===== config.mk =====
export PLATFORM = sky130hd
export DESIGN_NAME = sad_pair_engine
export DESIGN_NICKNAME = d
export VERILOG_FILES = /design/src/rtl/sad_pair_engine.sv
export SDC_FILE = /design/constraint.sdc
export NUM_CORES = 1
export LEC_CHECK = 0
export CORE_MARGIN = 5
export CORE_UTILIZATION = 45
export DETAILED_ROUTE_END_ITERATION = 8
export MAX_ROUTING_LAYER = met4
export PLACE_DENSITY_LB_ADDON = 0.08
export SYNTH_ARGS = -nofsm -noshare
export SYNTH_HDL_FRONTEND = slang
export SYNTH_SLANG_ARGS = --single-unit

===== constraint.sdc =====
create_clock -name clk -period 2.9 [get_ports clk]
set_input_delay 0.87 -clock clk [delete_from_list [all_inputs] [get_ports clk]]
set_output_delay 0.87 -clock clk [all_outputs]
set_load 0.02 [all_outputs]

===== src/rtl/sad_pair_engine.sv =====
// Sum-of-absolute-differences engine for a pair of candidate positions.
// Accumulates |frame_a - window| and |frame_b - window| over one reference
// window in a 2-stage pipeline, then presents both SADs with the candidate's
// address tag and A-to-B stride through a valid/ready handshake.
//
// Ports:
//   clk, rst_n                 clock, async active-low reset
//   start                      begin a new SAD pair (sampled in IDLE only)
//   tag_in, tag_stride_in      candidate tag / B offset, captured on start
//   pixel_valid, pixel_ready   pixel-triple handshake
//   frame_pixel_a/b            frame pixels for candidates A and B
//   window_pixel               reference window pixel
//   sad_valid, sad_ready       result handshake
//   busy                       high from accepted start to result handshake
//   sad_value_small_a/b        saturated SADs
//   sad_tag, sad_tag_stride    captured tag and stride
module sad_pair_engine #(
  parameter int unsigned WINDOW_PIXELS = 16,
  parameter int unsigned SAD_W         = 13
) (
  input  logic              clk,
  input  logic              rst_n,
  input  logic              start,
  input  logic [31:0]       tag_in,
  input  logic [9:0]        tag_stride_in,
  input  logic              pixel_valid,
  input  logic [7:0]        frame_pixel_a,
  input  logic [7:0]        frame_pixel_b,
  input  logic [7:0]        window_pixel,
  input  logic              sad_ready,
  output logic              busy,
  output logic              pixel_ready,
  output logic              sad_valid,
  output logic [SAD_W-1:0]  sad_value_small_a,
  output logic [SAD_W-1:0]  sad_value_small_b,
  output logic [31:0]       sad_tag,
  output logic [9:0]        sad_tag_stride
);

  localparam int unsigned CNT_W = $clog2(WINDOW_PIXELS + 1);
  // One spare bit so an overflowing sum is visible before clamping.
  localparam int unsigned ACC_W = SAD_W + 1;
  localparam logic [ACC_W-1:0] SAT_MAX = {1'b0, {SAD_W{1'b1}}};
  localparam logic [CNT_W-1:0] LAST_IDX = CNT_W'(WINDOW_PIXELS - 1);

  typedef enum logic [1:0] {IDLE, ACCUM, DRAIN, EMIT} state_t;

  state_t           state;
  logic [CNT_W-1:0] pix_cnt;
  logic             s1_valid;
  logic [7:0]       d1_a, d1_b;
  logic [ACC_W-1:0] acc_a, acc_b;

  logic             accept_c;
  logic [ACC_W-1:0] sum_a_c, sum_b_c, sat_a_c, sat_b_c;

  function automatic logic [7:0] abs_diff(input logic [7:0] x, input logic [7:0] y);
    return (x >= y) ? (x - y) : (y - x);
  endfunction

  // Pixel acceptance and saturating stage-2 sums.
  always_comb begin
    accept_c = (state == ACCUM) && pixel_valid && pixel_ready;
    sum_a_c  = acc_a + ACC_W'(d1_a);
    sum_b_c  = acc_b + ACC_W'(d1_b);
    sat_a_c  = (sum_a_c > SAT_MAX) ? SAT_MAX : sum_a_c;
    sat_b_c  = (sum_b_c > SAT_MAX) ? SAT_MAX : sum_b_c;
  end

  // Control FSM, pipeline and registered outputs.
  always_ff @(posedge clk or negedge rst_n) begin
    if (!rst_n) begin
      state             <= IDLE;
      pix_cnt           <= '0;
      s1_valid          <= 1'b0;
      d1_a              <= '0;
      d1_b              <= '0;
      acc_a             <= '0;
      acc_b             <= '0;
      busy              <= 1'b0;
      pixel_ready       <= 1'b0;
      sad_valid         <= 1'b0;
      sad_value_small_a <= '0;
      sad_value_small_b <= '0;
      sad_tag           <= '0;
      sad_tag_stride    <= '0;
    end else begin
      // Stage 1: absolute differences of the accepted triple.
      s1_valid <= accept_c;
      if (accept_c) begin
        d1_a <= abs_diff(frame_pixel_a, window_pixel);
        d1_b <= abs_diff(frame_pixel_b, window_pixel);
      end
      // Stage 2: accumulate.
      if (s1_valid) begin
        acc_a <= sat_a_c;
        acc_b <= sat_b_c;
      end

      case (state)
        IDLE: begin
          if (start) begin
            state          <= ACCUM;
            busy           <= 1'b1;
            pixel_ready    <= 1'b1;
            pix_cnt        <= '0;
            acc_a          <= '0;
            acc_b          <= '0;
            sad_tag        <= tag_in;
            sad_tag_stride <= tag_stride_in;
          end
        end
        ACCUM: begin
          if (accept_c) begin
            pix_cnt <= pix_cnt + CNT_W'(1);
            if (pix_cnt == LAST_IDX) pixel_ready <= 1'b0;
          end
          // pixel_ready low here means the last pixel sits in stage 1 and
          // retires on this edge.
          if (!pixel_ready) state <= DRAIN;
        end
        DRAIN: begin
          state             <= EMIT;
          sad_valid         <= 1'b1;
          sad_value_small_a <= acc_a[SAD_W-1:0];
          sad_value_small_b <= acc_b[SAD_W-1:0];
        end
        EMIT: begin
          if (sad_ready) begin
            state     <= IDLE;
            sad_valid <= 1'b0;
            busy      <= 1'b0;
          end
        end
        default: state <= IDLE;
      endcase
    end
  end

endmodule


==> results.toml <==
[final_layout]
fin_nets = 1037
fillers = 1177
final_core_util = 0.655
drive_gt1_frac = 0.158
antennaDiodeCount = 0
syn2layout_area_growth_pct = 41.8

[synth]
synthArstFlopShare = 1.00
synth_compound_area_frac = 0.141
synth_top_family_by_area = "simple AND/OR/NAND/NOR gates"
synth_top_flop_cell = "dfrtp_1"
post_synth_instance_area_um2 = 6760
synth_top_area_share = 0.455
synth-edff-count = 0
synth.net_count = 833
yosys-top-cells-count = "nand2_1, dfrtp_1, o21ai_0, ha_1, inv_1"
yosys_warnings = 0
synth_fa_ha_area_frac = 0.114
yosysMostFrequentCell = "nand2_1"
muxShareOfSynthArea = 0.0657
synth.avg_cell_area_um2 = 9.60
synth-simple-area-share = 0.146
synth.distinct_cells = 49
synth_area_leaders = "dfrtp_1, ha_1, nand2_1"
syn_inst = 704
synth_seq_cells = 123
seq_area_frac_synth = 0.455
synth_largest_area_cell = "dfrtp_1"
synthXorXnorAreaFrac = 0.0402

[grt]
grt_pass1_vias = 5782
grt_max_degree = 44
grt_antenna_before_repair = 0
grt_use_total = 0.200
overflow = 0
grt_pass1_wl_um = 28300

[pwr]
seq_power_share = 0.305
switching_share = 0.367
power_frac_clock = 0.236
power.net_switching_mw = 3.45
power.leakage_nw = 4.72
peakVddDrop_mv = 0.589
power.density_nw_per_um2 = 981
p_int_mw = 5.95
p_comb_frac = 0.458

[worst_setup_path]
r2r_end = "acc_a[10]"
reg2regPathDepth = 10
required_ns = 3.19
cp-start-kind = "input port"
crit_type = "input port to flip-flop"
endpoint_kind = "flip-flop"
r2r_start = "acc_a[0]"
critical_path.max_stage_delay_ns = 0.47
worstPathArrival_ns = 3.08
path_cells = "clkdlybuf4s50_1 -> inv_1 -> ha_1 -> buf_4 -> a21o_1 -> a21oi_1 -> o21ai_0 -> a221oi_2 -> mux2i_2 -> xnor2_1 -> o21ai_1"
cp_max_fo = 6
rrSetupSlack_ns = 0.39
critPathLaunch = "frame_pixel_b[3]"
critical_path.slowest_cell = "clkdlybuf4s50_1"

[sta]
fin_tns_setup_ns = 0
hold_violations = 0
post-route-period-util = 0.962
skew_ns = 0.0114
finalMaxSlewViolations = 0
max_slew.worst_pin.slew_ns = 0.639
finalSetupViolCount = 0
min_period_ns = 2.79
max_freq_mhz = 359
slew-limit-headroom = 0.574

[floorplanning]
die_w_um = 133
ioPinCount = 142
die_h_um = 133
core_area_um2 = 14600
rows = 44
die-area_um2 = 17600
start_util = 0.462

[drt]
wl_per_cell_um = 15.2
antenna_left = 0
drc = 0
drt_first_iter_violations = 226
first_pass_iters = 4
routed_wl_um = 16700
vias = 5679
viasPerCell = 5.15

[min_path]
hp-class = "input port to asynchronous set/reset pin"

[clock_tree]
insertion_delay_ns = 0.42
h-tree-depth = 4
clock_sinks = 123
clk_pin_slew_worst_paths_ns = 0.05
cts_made_buffers = 17
cts_buffer_depth = 2
root_buffer = "clkbuf_16"
cts_tree = "yes"

[place]
portBuffers = 141
place_congestion = 0.883
dp_hpwl_um = 12800

[status]
status = "finished clean"

[flow_run]
drv_cap = 0
[metal layers]
| metal | part of all wire | track usage |
|---|---|---|
| met1 | 0.45 | 0.250 |
| met4 | 0.014 | 0.0548 |
| met2 | 0.48 | 0.318 |
| met5 | 0 | - |
| met3 | 0.057 | 0.0588 |
[worst max-delay path, delay by kind of cell]
family,cells,cell delay [ns]
xor gates and xnor gates,1,0.16
buffers and inverters,3,0.69
AOI/OAI and AO/OA,5,0.94
adders and majority gates,1,0.29
muxes,1,0.13
[layout by cell type (no fill, tap or decap), types with 17 or more instances in the layout]
cell | Yosys | final
inv_1 | 41 | 39
buf_4 | 0 | 64
o21ai_0 | 53 | 50
ha_1 | 52 | 49
nand2_1 | 168 | 167
dfrtp_1 | 123 | 123
a31oi_1 | 19 | 19
a21oi_1 | 30 | 29
clkbuf_16 | 0 | 17
mux2_2 | 27 | 27
clkdlybuf4s50_1 | 0 | 132
[flip-flops by register name, indices dropped and copies added (netlist names)]
signal	count
sad_value_small_a	13
sad_tag	32
s1_valid	1
sad_tag_stride	10
sad_valid	1
pix_cnt	5
acc_b	14
pixel_ready	1
state	2
acc_a	14
d1_b	8
busy	1
d1_a	8
sad_value_small_b	13
[worst max-delay path by stage]
stage                     slack [ns]  endpoint  cells past startpoint
after floorplan                 0.13   d1_a[3]                      9
after global placement         -0.42   d1_a[4]                     11
after detailed placement       -0.50   d1_a[3]                     11
after CTS                       0.02   d1_a[6]                     11
after global routing           -0.03   d1_b[7]                     11
final                           0.11   d1_b[7]                     11
[through the flow]
stage / area (um2) / power [mW] / hold WS, ns / cells / setup WS, ns
2_1_floorplan: 6760 / 5.46 / 0.450 / 704 / 0.130
3_3_place_gp: 8840 / 7.02 / 0.456 / 1069 / -0.422
3_5_place_dp: 8840 / 7.18 / 0.462 / 1069 / -0.504
4_1_cts: 9480 / 9.45 / 0.476 / 1101 / 0.0183
5_1_grt: 9590 / 10.1 / 0.493 / 1103 / -0.0302
6_report: 9590 / 9.40 / 0.459 / 1103 / 0.111
[cell families (layout without fill, tap and decap cells)]
group           count (synthesis)  after routing
simple gates                  232            232
compound gates                153            153
mux                            41             41
xor+xnor                       31             31
flops                         123            123
fa+ha+maj                      58             58
buf+inv                        66            281
[final cells by class]
cell class / count / area (um2) / share of cell area
Tap cell: 184 / 230 / 0.0240
Clock inverter: 6 / 134 / 0.0140
Timing Repair Buffer: 210 / 2000 / 0.209
Inverter: 41 / 154 / 0.0161
Sequential cell: 123 / 3080 / 0.321
Multi-Input combinational cell: 515 / 3490 / 0.365
Clock buffer: 24 / 492 / 0.0513
[power groups by stage]
| stage | Sequential (mW) | Combinational (mW) | Clock (mW) |
|---|---|---|---|
| 6_report | 2.87 | 4.31 | 2.22 |
| 5_1_grt | 2.96 | 4.77 | 2.33 |
| 4_1_cts | 2.87 | 4.32 | 2.26 |
| 3_5_place_dp | 2.90 | 4.28 | 0 |
| 3_3_place_gp | 2.86 | 4.16 | 0 |
| 2_1_floorplan | 3.26 | 2.19 | 0 |
[timing repair]
| item | in CTS | in global routing |
|---|---|---|
| pin swaps | 1 | 4 |
| endpoints found under the hold margin | 0 | 0 |
| setup buffers | 2 | 2 |
| endpoints found under the setup margin | 14 | 14 |
| hold buffers | 0 | 0 |
| resized for setup | 1 | 26 |
Power figures use the tool's default switching activity.
